**config.mk**
```make
export PLATFORM = sky130hd
export DESIGN_NAME = watch_mode_ctrl
export DESIGN_NICKNAME = d
export VERILOG_FILES = /design/src/rtl/watch_mode_ctrl.sv
export SDC_FILE = /design/constraint.sdc
export NUM_CORES = 1
export LEC_CHECK = 0
export CAP_MARGIN = 20
export CORE_ASPECT_RATIO = 0.75
export CORE_MARGIN = 1
export CORE_UTILIZATION = 57
export DETAILED_ROUTE_END_ITERATION = 8
export PLACE_DENSITY = 0.87
export SLEW_MARGIN = 25
export SYNTH_ARGS = -nofsm -noshare
export SYNTH_HDL_FRONTEND = slang
export SYNTH_SLANG_ARGS = --single-unit
```
**constraint.sdc**
```tcl
create_clock -name clk -period 2.5 [get_ports clk]
set_input_delay 0.5 -clock clk [delete_from_list [all_inputs] [get_ports clk]]
set_output_delay 0.5 -clock clk [all_outputs]
set_load 0.1 [all_outputs]
```
**src/rtl/watch_mode_ctrl.sv**
```systemverilog
// Front-end controller for the watch: debounces the board buttons into press events,
// selects the display mode and sequences the stopwatch/timer run, pause and clear commands.
module watch_mode_ctrl #(
    parameter int DEB_CYCLES = 250000,
    parameter int CLR_CYCLES = 2
) (
    input  logic       clk,
    input  logic       rst_n,
    input  logic [7:0] btn_n,
    input  logic       timer_done,
    output logic [3:0] state,
    output logic [3:0] flag,
    output logic [7:0] btn_evt
);

    localparam int TW = (DEB_CYCLES > 1) ? $clog2(DEB_CYCLES) : 1;
    localparam int CW = $clog2(CLR_CYCLES) + 1;

    typedef enum logic [1:0] {
        MODE_CLOCK     = 2'd0,
        MODE_STOPWATCH = 2'd1,
        MODE_TIMER     = 2'd2,
        MODE_ALARM     = 2'd3
    } mode_t;

    typedef enum logic [1:0] {
        SUB_IDLE   = 2'd0,
        SUB_RUN    = 2'd1,
        SUB_PAUSED = 2'd2,
        SUB_CLEAR  = 2'd3
    } sub_t;

    // ------------------------------------------------------------------
    // Input conditioning and debounce
    // ------------------------------------------------------------------
    logic [7:0]    sync_1;
    logic [7:0]    sync_2;
    logic [TW-1:0] tick_cnt;
    logic          tick;
    logic [7:0]    sample;
    logic [7:0]    deb;
    logic [7:0]    agree;
    logic [7:0]    deb_next;

    assign tick     = (tick_cnt == TW'(DEB_CYCLES - 1));
    assign agree    = ~(sync_2 ^ sample);
    assign deb_next = (agree & sync_2) | (~agree & deb);

    always_ff @(posedge clk or negedge rst_n) begin
        if (!rst_n) begin
            sync_1   <= '0;
            sync_2   <= '0;
            tick_cnt <= '0;
            sample   <= '0;
            deb      <= '0;
            btn_evt  <= '0;
        end else begin
            sync_1   <= ~btn_n;
            sync_2   <= sync_1;
            tick_cnt <= tick ? '0 : tick_cnt + TW'(1);
            if (tick) begin
                sample  <= sync_2;
                deb     <= deb_next;
                btn_evt <= deb_next & ~deb;
            end else begin
                btn_evt <= '0;
            end
        end
    end

    // ------------------------------------------------------------------
    // Mode and sub-sequencer next-state logic
    // ------------------------------------------------------------------
    logic          evt_mode;
    logic          evt_ss;
    logic          evt_clr;
    mode_t         mode;
    mode_t         mode_next;
    sub_t          sw_st;
    sub_t          sw_next;
    sub_t          tm_st;
    sub_t          tm_next;
    logic [CW-1:0] sw_cnt;
    logic [CW-1:0] sw_cnt_next;
    logic [CW-1:0] tm_cnt;
    logic [CW-1:0] tm_cnt_next;
    logic [3:0]    flag_next;

    assign evt_mode = btn_evt[0];
    assign evt_ss   = btn_evt[1];
    assign evt_clr  = btn_evt[2];

    // CLEAR runs to completion whether or not its mode is still selected;
    // a clear request outranks START/STOP whenever it is legal.
    function automatic sub_t sub_step(input sub_t cur, input logic sel,
                                      input logic ss, input logic clr,
                                      input logic hold_done);
        sub_t nxt;
        nxt = cur;
        case (cur)
            SUB_IDLE: begin
                if (sel && clr)     nxt = SUB_CLEAR;
                else if (sel && ss) nxt = SUB_RUN;
            end
            SUB_RUN: begin
                if (sel && ss) nxt = SUB_PAUSED;
            end
            SUB_PAUSED: begin
                if (sel && clr)     nxt = SUB_CLEAR;
                else if (sel && ss) nxt = SUB_RUN;
            end
            SUB_CLEAR: begin
                if (hold_done) nxt = SUB_IDLE;
            end
            default: nxt = SUB_IDLE;
        endcase
        return nxt;
    endfunction

    function automatic logic [3:0] flag_code(input sub_t st);
        logic [3:0] code;
        case (st)
            SUB_RUN:    code = 4'd7;
            SUB_PAUSED: code = 4'd6;
            SUB_CLEAR:  code = 4'd5;
            default:    code = 4'd0;
        endcase
        return code;
    endfunction

    always_comb begin
        mode_next   = mode;
        sw_next     = SUB_IDLE;
        tm_next     = SUB_IDLE;
        sw_cnt_next = '0;
        tm_cnt_next = '0;
        flag_next   = 4'd0;

        if (evt_mode) mode_next = mode_t'(mode + 2'd1);

        // Actions are steered by the mode selected before any MODE event this cycle.
        sw_next = sub_step(sw_st, mode == MODE_STOPWATCH, evt_ss, evt_clr,
                           sw_cnt == CW'(CLR_CYCLES - 1));
        tm_next = sub_step(tm_st, mode == MODE_TIMER, evt_ss, evt_clr,
                           tm_cnt == CW'(CLR_CYCLES - 1));
        if (timer_done && tm_st == SUB_RUN) tm_next = SUB_IDLE;

        if (sw_st == SUB_CLEAR && sw_next == SUB_CLEAR) sw_cnt_next = sw_cnt + CW'(1);
        if (tm_st == SUB_CLEAR && tm_next == SUB_CLEAR) tm_cnt_next = tm_cnt + CW'(1);

        case (mode_next)
            MODE_STOPWATCH: flag_next = flag_code(sw_next);
            MODE_TIMER:     flag_next = flag_code(tm_next);
            default:        flag_next = 4'd0;
        endcase
    end

    always_ff @(posedge clk or negedge rst_n) begin
        if (!rst_n) begin
            mode   <= MODE_STOPWATCH;
            sw_st  <= SUB_IDLE;
            tm_st  <= SUB_IDLE;
            sw_cnt <= '0;
            tm_cnt <= '0;
            flag   <= 4'd0;
        end else begin
            mode   <= mode_next;
            sw_st  <= sw_next;
            tm_st  <= tm_next;
            sw_cnt <= sw_cnt_next;
            tm_cnt <= tm_cnt_next;
            flag   <= flag_next;
        end
    end

    assign state = {2'b00, mode};

endmodule

```
==> reports/results.tsv <==
metric	value	unit
startpoint types	flop	
CTS buffer count	9	
hold_ws	157.3	ps
Synth Cell Area	3141	um^2
initial antenna violation count	0	
Critical Path AT	2220	ps
All-Layer GR Usage	21.48	%
top post-synthesis cells by area	dfrtp_1, ha_1, inv_1, and4b_1, nand3_1	
Leak	1.703	nW
Clock Sinks	71	
internal power	0.001721	W
largest area contributor in the netlist	dfrtp_1	
critical path class	reg -> reg	
Final Critical Period	1987	ps
number of diodes	0	
Crit path largest cell delay	540	ps
initial core utilization	58.99	%
top cell type's share of synthesized area	55.78	%
Synth cell types	47	
Residual DRC	0	
post-synthesis async set-or-reset flop share	100.0	%
die height	66.29	um
Critical Path RT	2740	ps
CP most frequent cell	ha_1	
crit path cell chain	inv_1 > ha_1 > nand2_1 > o311ai_0 > ha_1 > a22oi_1 > nor2_1	
Post-Syn Instances	273	
RSZ-0062 raised after global routing	false	
ANT nets after route	0	
clock power share	43.8	%
Synth Flop Type	dfrtp_1	
Power Total	0.002192	W
Fmax	0.5034	GHz
fraction of layout cells with a size suffix above 1	15.26	%
Core Region	5324	um^2
CTS tree	built	
status	completed	
HP Class	in -> async	
Final Skew	8.344	ps
total wire length	5388	um
Initial DRT Pass Iterations	5	
clock-pin slew on the worst setup and hold paths	70	ps
pin count of the biggest net entering global routing	72	
clk root buf	clkbuf_8	
routed vias	2126	
Max Cap Viol	0	
Die ar.	5814	um^2
Final GP Congestion	0.7886	
number of synthesized flops with an enable pin	0	
Clock Path Buffers	2	
Slew @ Worst Pin	618.9	ps
Crit-path slowest cell	o311ai_0	
Combinational Power Share	2.8	%
sequential area share after synthesis	56.61	%
Iter 0 DRT Violations	126	
final max-slew violation count	0	
syn avg cell area	11.50	um^2
P&R area growth vs syn	14.74	%
Reg power frac	53.4	%
H-Tree Level Count	3	
Std-Cell Rows	23	
Final Hold Viols	0	
peak supply drop	482.7	uV
gr ovfl total	0	
FF+latch count, synth	71	
Final HPWL DP	3602	um
Pwr Density	608.3	nW/um^2
sw frac	21.50	%
vias per cell	5.551	
Worst-Skew Late Latency	350	ps
number of global-route vias before repair	2037	
CP max FO	4	
Die Width	87.71	um
Synth warnings	0	
Tcrit/Tclk final	79.46	%
crit end category	flop	
first-pass GRT wire length	9094	um
net switching power	0.0004712	W
Routed WL per cell	14.07	um
Port Buffers	23	
io pins	27	
post-CTS setup buffer count	0	
final setup vio count	0	
setup TNS	0	ps
fin nets	324	
Relative slew margins	58.22	%
Hold Buf Count CTS	0	
Resized Gates After CTS	0	
[worst max-delay path, delay by kind of cell, from the launching register on]
kind,cells,cell delay [ps]
buf+inv,1,70
compound gates,2,730
fa+ha+maj,2,540
simple gates,2,150
flops,1,390
[power groups by stage]
| stage | Clock [W] | Combinational (W) | Sequential, W |
|---|---|---|---|
| after floorplan | 0 | 0.0000263 | 0.00119 |
| after global placement | 0 | 0.0000629 | 0.00119 |
| after detailed placement | 0 | 0.0000636 | 0.00119 |
| after CTS | 0.000987 | 0.0000636 | 0.00117 |
| after global routing | 0.00104 | 0.0000691 | 0.00117 |
| final | 0.000961 | 0.0000615 | 0.00117 |
[flip-flops by register name, indices dropped and copies added (netlist names)]
name,count
sample,8
sync_2,8
tm_st,2
btn_evt,8
flag,3
tick_cnt,18
sw_cnt,2
mode,2
sync_1,8
tm_cnt,2
deb,8
sw_st,2
[per-layer routing]
metal / track usage [%] / wire [um] / vias to the layer above
met2: 33.14 / 2583 / 66
met4: 12.30 / 129 / 0
li1: - / - / 1010
met3: 7.116 / 283 / 14
met1: 26.57 / 2392 / 1036
met5: 0 / 0 / -
[placed cells by master, fill, tap and decap left out, types with 2 or more instances in the layout]
cell type | netlist | routed
nor3_4 | 2 | 2
mux2_2 | 2 | 2
a31oi_1 | 8 | 8
nand2_2 | 2 | 2
nor4_1 | 4 | 4
o21ai_1 | 3 | 3
nand2b_1 | 3 | 3
a21oi_1 | 11 | 11
xnor2_1 | 8 | 8
nor2_1 | 21 | 21
ha_1 | 10 | 10
dfrtp_1 | 70 | 70
and4b_1 | 8 | 8
clkbuf_8 | 1 | 12
and3_1 | 4 | 4
o41ai_1 | 8 | 8
clkinvlp_4 | 0 | 3
conb_1 | 1 | 3
inv_1 | 28 | 28
nor4b_4 | 2 | 2
nor3_1 | 2 | 2
nand3_1 | 16 | 16
o21ai_0 | 9 | 9
buf_4 | 3 | 16
and4_1 | 2 | 2
nand2_1 | 12 | 12
nand4_1 | 3 | 3
clkdlybuf4s50_1 | 0 | 9
xor2_1 | 7 | 7
[logic make-up (layout without fill, tap and decap cells)]
logic type	count (synthesis)	after routing	synth area share [%]
fa+ha+maj	10	10	3.984
xor+xnor	15	15	4.183
buf+inv	38	71	6.254
simple gates	88	88	18.25
flops	71	71	56.61
compound gates	47	47	9.562
mux	3	3	1.036
other cells	1	3	0.1194
[stage by stage]
stage	cells	util, %	area [um^2]	setup WS (ps)
after CTS	383	67.69	3603	510.3
after detailed placement	367	63.60	3386	319.2
after floorplan	275	-	3148	79.80
after global placement	367	63.60	3386	399.5
final	383	67.69	3603	513.4
after global routing	383	67.69	3603	387.7
[synth_stat cells, types with 7 or more instances]
cell type  count
xor2_1         7
ha_1          10
o21ai_0        9
dfrtp_1       70
a21oi_1       11
inv_1         28
xnor2_1        8
and4b_1        8
nor2_1        21
a31oi_1        8
o41ai_1        8
nand3_1       16
nand2_1       12
[worst paths after layout]
check	cells past startpoint	start	end	slack (ps)
worst max-delay path	7	mode[0]	flag[1]	510
worst min-delay path	2	rst_n	mode[1]	160
worst max register to register	7	mode[0]	flag[1]	510
worst min register to register	0	sync_1[2]	sync_2[2]	350
max in group asynchronous	2	rst_n	sample[7]	2040
min in group clk	0	sync_1[2]	sync_2[2]	350
[area by class of cell]
| cell class | count | area [um^2] |
|---|---|---|
| Timing Repair Buffer | 27 | 235.2 |
| Multi-Input combinational cell | 166 | 1174 |
| Inverter | 28 | 105.1 |
| Clock buffer | 12 | 165.2 |
| Sequential cell | 71 | 1778 |
| Clock inverter | 4 | 52.55 |
| Fill cell | 371 | 1720 |
| Tap cell | 75 | 93.84 |
Power figures use the tool's default switching activity.
